**src/rtl/if_fetch_unit_pkg.sv**
```systemverilog
// if_fetch_unit_pkg: shared instruction-fetch stage constants and state encoding
package if_fetch_unit_pkg;

    localparam logic [31:0] RESET_PC_DEFAULT = 32'h0000_0000;
    localparam int          INSTR_W          = 32;
    localparam int          PC_INC           = 4;

    typedef enum logic [1:0] {
        ST_START = 2'd0,
        ST_FETCH = 2'd1,
        ST_STALL = 2'd2,
        ST_DROP  = 2'd3
    } fetch_state_t;

endpackage

```
**src/rtl/if_fetch_unit_skid_buf.sv**
```systemverilog
// fetch_skid_buf: one-entry instruction/PC holding register with load, unload and clear
module fetch_skid_buf
    import if_fetch_unit_pkg::*;
#(
    parameter int ADDR_W = 32
) (
    input  logic               clk,
    input  logic               rst,
    input  logic               load,
    input  logic               unload,
    input  logic               clear,
    input  logic [INSTR_W-1:0] in_instr,
    input  logic [ADDR_W-1:0]  in_pc,
    output logic               full,
    output logic [INSTR_W-1:0] instr,
    output logic [ADDR_W-1:0]  pc
);

    // clear beats load beats unload; the data is kept on unload and only the flag drops
    always_ff @(posedge clk or negedge rst) begin
        if (!rst) begin
            full  <= 1'b0;
            instr <= '0;
            pc    <= '0;
        end else if (clear) begin
            full <= 1'b0;
        end else if (load) begin
            full  <= 1'b1;
            instr <= in_instr;
            pc    <= in_pc;
        end else if (unload) begin
            full <= 1'b0;
        end
    end

endmodule

```
**src/rtl/if_fetch_unit.sv**
```systemverilog
// if_fetch_unit: instruction fetch stage owning the PC, imem handshake, skid buffer and redirects
module if_fetch_unit
    import if_fetch_unit_pkg::*;
#(
    parameter int                ADDR_W   = 32,
    parameter logic [ADDR_W-1:0] RESET_PC = ADDR_W'(RESET_PC_DEFAULT)
) (
    input  logic               clk,
    input  logic               rst,
    input  logic               stall,
    input  logic               redirect,
    input  logic [ADDR_W-1:0]  redirect_pc,
    output logic               imem_req,
    output logic [ADDR_W-1:0]  imem_addr,
    input  logic               imem_ack,
    input  logic [INSTR_W-1:0] imem_rdata,
    output logic [INSTR_W-1:0] instruction_out,
    output logic [ADDR_W-1:0]  PCNow_out,
    output logic [ADDR_W-1:0]  PCNext4_out,
    output logic               valid_out
);

    fetch_state_t       state;
    logic [ADDR_W-1:0]  req_pc;
    logic [ADDR_W-1:0]  redir_pc;
    logic [ADDR_W-1:0]  target;
    logic [ADDR_W-1:0]  req_pc_inc;
    logic               skid_load;
    logic               skid_unload;
    logic               skid_full;
    logic [INSTR_W-1:0] skid_instr;
    logic [ADDR_W-1:0]  skid_pc;

    assign target      = {redirect_pc[ADDR_W-1:2], 2'b00};
    assign req_pc_inc  = req_pc + ADDR_W'(PC_INC);
    assign imem_req    = (state == ST_FETCH) || (state == ST_DROP);
    assign imem_addr   = req_pc;
    assign skid_load   = (state == ST_FETCH) && imem_ack && !redirect && valid_out && stall;
    assign skid_unload = (state == ST_STALL) && !redirect && !stall && skid_full;

    fetch_skid_buf #(.ADDR_W(ADDR_W)) u_skid (
        .clk      (clk),
        .rst      (rst),
        .load     (skid_load),
        .unload   (skid_unload),
        .clear    (redirect),
        .in_instr (imem_rdata),
        .in_pc    (req_pc),
        .full     (skid_full),
        .instr    (skid_instr),
        .pc       (skid_pc)
    );

    // fetch FSM: PC sequencing, output slot updates and redirect/drop handling
    always_ff @(posedge clk or negedge rst) begin
        if (!rst) begin
            state           <= ST_START;
            req_pc          <= RESET_PC;
            redir_pc        <= '0;
            valid_out       <= 1'b0;
            instruction_out <= '0;
            PCNow_out       <= '0;
            PCNext4_out     <= '0;
        end else begin
            case (state)
                ST_START: begin
                    state     <= ST_FETCH;
                    valid_out <= 1'b0;
                    if (redirect) req_pc <= target;
                end
                ST_FETCH: begin
                    if (redirect) begin
                        valid_out <= 1'b0;
                        if (imem_ack) begin
                            req_pc <= target;
                        end else begin
                            redir_pc <= target;
                            state    <= ST_DROP;
                        end
                    end else if (imem_ack) begin
                        req_pc <= req_pc_inc;
                        if (!valid_out || !stall) begin
                            instruction_out <= imem_rdata;
                            PCNow_out       <= req_pc;
                            PCNext4_out     <= req_pc_inc;
                            valid_out       <= 1'b1;
                        end else begin
                            state <= ST_STALL;
                        end
                    end else if (valid_out && !stall) begin
                        valid_out <= 1'b0;
                    end
                end
                ST_STALL: begin
                    if (redirect) begin
                        valid_out <= 1'b0;
                        req_pc    <= target;
                        state     <= ST_FETCH;
                    end else if (skid_unload) begin
                        instruction_out <= skid_instr;
                        PCNow_out       <= skid_pc;
                        PCNext4_out     <= skid_pc + ADDR_W'(PC_INC);
                        valid_out       <= 1'b1;
                        state           <= ST_FETCH;
                    end
                end
                ST_DROP: begin
                    valid_out <= 1'b0;
                    if (redirect) begin
                        redir_pc <= target;
                        if (imem_ack) begin
                            req_pc <= target;
                            state  <= ST_FETCH;
                        end
                    end else if (imem_ack) begin
                        req_pc <= redir_pc;
                        state  <= ST_FETCH;
                    end
                end
                default: state <= ST_START;
            endcase
        end
    end

endmodule

```
**config.mk**
```make
export PLATFORM = sky130hd
export DESIGN_NAME = if_fetch_unit
export DESIGN_NICKNAME = d
export VERILOG_FILES = /design/src/rtl/if_fetch_unit_pkg.sv /design/src/rtl/if_fetch_unit_skid_buf.sv /design/src/rtl/if_fetch_unit.sv
export SDC_FILE = /design/constraint.sdc
export NUM_CORES = 1
export LEC_CHECK = 0
export BUFFER_PORTS_ARGS = -buffer_cell sky130_fd_sc_hd__buf_2
export CAP_MARGIN = 0
export CORE_ASPECT_RATIO = 1.2
export CORE_MARGIN = 4
export CORE_UTILIZATION = 50
export CTS_CLUSTER_SIZE = 24
export DETAILED_ROUTE_END_ITERATION = 16
export GPL_TIMING_DRIVEN = 0
export PLACE_DENSITY = 0.78
export SYNTH_ARGS = -nofsm -noshare
export SYNTH_HDL_FRONTEND = slang
export SYNTH_SLANG_ARGS = --single-unit
export TNS_END_PERCENT = 100
```
**constraint.sdc**
```tcl
create_clock -name clk -period 5.43 [get_ports clk]
set_input_delay 0.8145 -clock clk [delete_from_list [all_inputs] [get_ports clk]]
set_output_delay 0.8145 -clock clk [all_outputs]
set_load 0.01 [all_outputs]
```
==> metrics.md <==
| Metric | Value |
|---|---|
| Result of the run | finished, final reports clean |
| Die ar. | approximately 0.026 mm2 |
| Sequential area share after synthesis | 0.475 |
| Buf+Inv Stages, Crit Path | 3 |
| Largest net degree at the start of global routing | approximately 120 |
| CTS resizes | 0 |
| DP Wirelength | between 20000 and 30000 um |
| Total CTS buffers | 24 |
| Req. time, crit path | 5.84 ns |
| Leakage | around 6 nW |
| Crit path cell chain | buf_2 > nor2b_1 > nand2b_1 > nor2_1 > buf_2 > buf_2 > mux2_2 |
| Sink Count | 224 |
| Distinct cells, synth | 61 |
| Crit. End Element | flop |
| Post-Syn Area | 0.0118 mm2 |
| CTS Root Cell | clkbuf_16 |
| Placed Cells | 1766 |
| Max-cap viol count | 0 |
| PD cells | around 400 mW/mm2 |
| Cell mode on critical path | buf_2 |
| WL final | approximately 36000 um |
| Critical Path AT | roughly 3.3 ns |
| Period utilisation layout | 0.528 |
| HP Class | in -> async |
| Fin. Hold Viols | 0 |
| Most frequent cells in the layout | buf_2, dfrtp_1, nand2_1 |
| # setup viols final | 0 |
| Worst Slack Setup Final | approximately 2.6 ns |
| Wire length of the first global-routing pass | about 56000 um |
| Slew headroom | 0.376 |
| Setup CP Type | in -> reg |
| Top FF cell, synth | dfrtp_1 |
| Longest Clk Path Bufs | 3 |
| Clock skew | ~0.015 ns |
| Worst-path clk slew | about 0.060 ns |
| Avg Cell Area, Syn | roughly 9.4 um2 |
| Final Max Slew Viols | 0 |
| CP delay by family, top | simple AND/OR/NAND/NOR gates |
| Initial core utilization | 0.509 |
| Post-DRT Antenna Nets | 0 |
| Minimum clock period | between 2 and 3 ns |
| Htree depth | 1 |
| TritonRoute pass-1 iters | 5 |
| Total Routing Usage GR | 0.269 |
| Fin cells | ~1800 |
| F_max | around 350 MHz |
| Core Footprint | 0.0232 mm2 |
| Net Count, Synth | between 1000 and 1500 |
| Post-route DRC | 0 |
| GPL Wtd Cong | slightly below 1 |
| Drt wl/cell | between 15 and 20 um |
| Via count | 10500 |
| Slowest Stage Delay on Critical Path | 0.45 ns |
| Crit path launch type | primary input |
| Maximum VDD drop | approximately 0.00022 V |
| Clock insertion delay at the later pin of the skew report | ~0.53 ns |
| Filler cell count in the final layout | 2043 |
| Most common cell after layout, fill and taps aside | buf_2 |
| Layout cell share with drive strength beyond 1 | 0.259 |
| Row cnt | a little over 60 |
| DP Worst Slack | 2.19 ns |
| Die height | between 150 and 200 um |
| Initial antenna violation count | 0 |
| Grt total ovfl | 0 |
| Initial DRC count | ~900 |
| Top-level I/O count | between 150 and 200 |
| Unrepaired setup endpoints after global routing | false |
| Critical-path top delay cell | nor2b_1 |
| CTS tree | done |
| YS warnings | 0 |
| Post-CTS Hold Buffers | 0 |
| Number of nets in the layout | between 1500 and 2000 |
| Post-synth EDFFs | 0 |
| Number of global-route vias before repair | 10300 |
| Worst slew pin tran | ~0.94 ns |
| Die Span X | about 150 um |
| Max FO, Critical Path | 10 |
| P&R area growth vs syn | 18.6% |
| Port bufs | between 150 and 200 |
| Post-CTS Setup Bufs | 0 |
| Number of synthesized register bits | approximately 220 |
| Mapped Cells | between 1000 and 1500 |
| Mean number of vias per cell | ~5.8 |
| Post-synth ARST share | 1.00 |
-- cells in the mapped netlist (7+ instances only) --
master | number | area share
nand3_1 | 26 | 0.011
nor3_1 | 13 | 0.0055
a31oi_1 | 66 | 0.035
and4_1 | 7 | 0.0052
o211ai_1 | 10 | 0.0064
mux2_2 | 94 | 0.090
nor2_1 | 101 | 0.032
buf_2 | 31 | 0.013
a22oi_1 | 14 | 0.0089
a21oi_1 | 30 | 0.013
mux2i_1 | 10 | 0.0085
nor4_1 | 10 | 0.0053
and3_1 | 7 | 0.0037
a2bb2oi_1 | 16 | 0.012
a22o_1 | 9 | 0.0067
nand2b_1 | 8 | 0.0042
o21a_1 | 11 | 0.0070
xor2_1 | 10 | 0.0074
inv_1 | 23 | 0.0073
nand4_1 | 16 | 0.0085
nor2b_1 | 29 | 0.015
clkbuf_1 | 65 | 0.021
o22ai_1 | 8 | 0.0042
o21ai_0 | 89 | 0.038
xnor2_1 | 34 | 0.025
nor3b_1 | 21 | 0.013
dfrtp_1 | 224 | 0.47
nand2_1 | 199 | 0.063
-- registers in the layout, summed over array words and instances (netlist names) --
name             flops
valid_out            1
PCNext4_out         30
u_skid.pc           32
redir_pc            30
u_skid.full          1
u_skid.instr        32
PCNow_out           32
imem_addr           32
instruction_out     32
state                2
-- kinds of logic (layout without fill, tap and decap cells) --
group           Yosys count  count (layout)  synth area share
compound gates          285             285             0.154
xor+xnor                 44              44            0.0326
fa+ha+maj                 2               2           0.00212
buf+inv                 131             365            0.0483
flops                   224             224             0.475
mux                     104             104            0.0981
other cells               0               1                 0
simple gates            465             465             0.191
-- path summary, 6_finish.rpt --
check,startpoint,end,slack [ns],depth (start not counted)
worst max-delay path,redirect,u_skid.instr[26],2.56,7
worst min-delay path,rst,redir_pc[3],0.38,1
worst max register to register,state[0],u_skid.instr[26],2.62,6
worst min register to register,PCNext4_out[11],PCNext4_out[11],0.48,2
max in group asynchronous,rst,PCNow_out[19],4.00,2
min in group clk,PCNext4_out[11],PCNext4_out[11],0.48,2
-- final cells by class --
cell class | count | area [um2] | share of cell area
Timing Repair Buffer | 196 | 1010 | 0.0723
Multi-Input combinational cell | 900 | 5640 | 0.402
Tap cell | 315 | 394 | 0.0281
Clock inverter | 4 | 81.3 | 0.00580
Sequential cell | 224 | 5610 | 0.400
Antenna cell | 1 | 2.50 | 0.000179
Buffer | 108 | 484 | 0.0346
Clock buffer | 34 | 708 | 0.0505
Inverter | 23 | 86.3 | 0.00616
-- per-layer routing --
metal / vias up / wire length [um] / global-route usage
li1: 4860 / - / -
met1: 5051 / 14500 / 0.342
met2: 454 / 17500 / 0.464
met3: 99 / 2350 / 0.0375
met4: 0 / 1380 / 0.105
met5: - / 0 / 0
-- where the power goes --
group,internal (mW),switching [mW]
clock,0.993,0.668
sequential,2.10,0.386
combinational,0.692,0.857
-- metrics by stage --
stage / area [um2] / power [mW] / hold slack [ns] / TNS, ns / utilization
2_1_floorplan: 11800 / 3.37 / 0.473 / 0 / -
3_3_place_gp: 13200 / 3.97 / 0.457 / -65.37 / 0.568
3_5_place_dp: 13200 / 4.04 / 0.471 / 0 / 0.570
4_1_cts: 14000 / 5.70 / 0.410 / 0 / 0.604
5_1_grt: 14000 / 5.99 / 0.435 / 0 / 0.604
6_report: 14000 / 5.70 / 0.380 / 0 / 0.604
(Power assumes the default switching activity.)
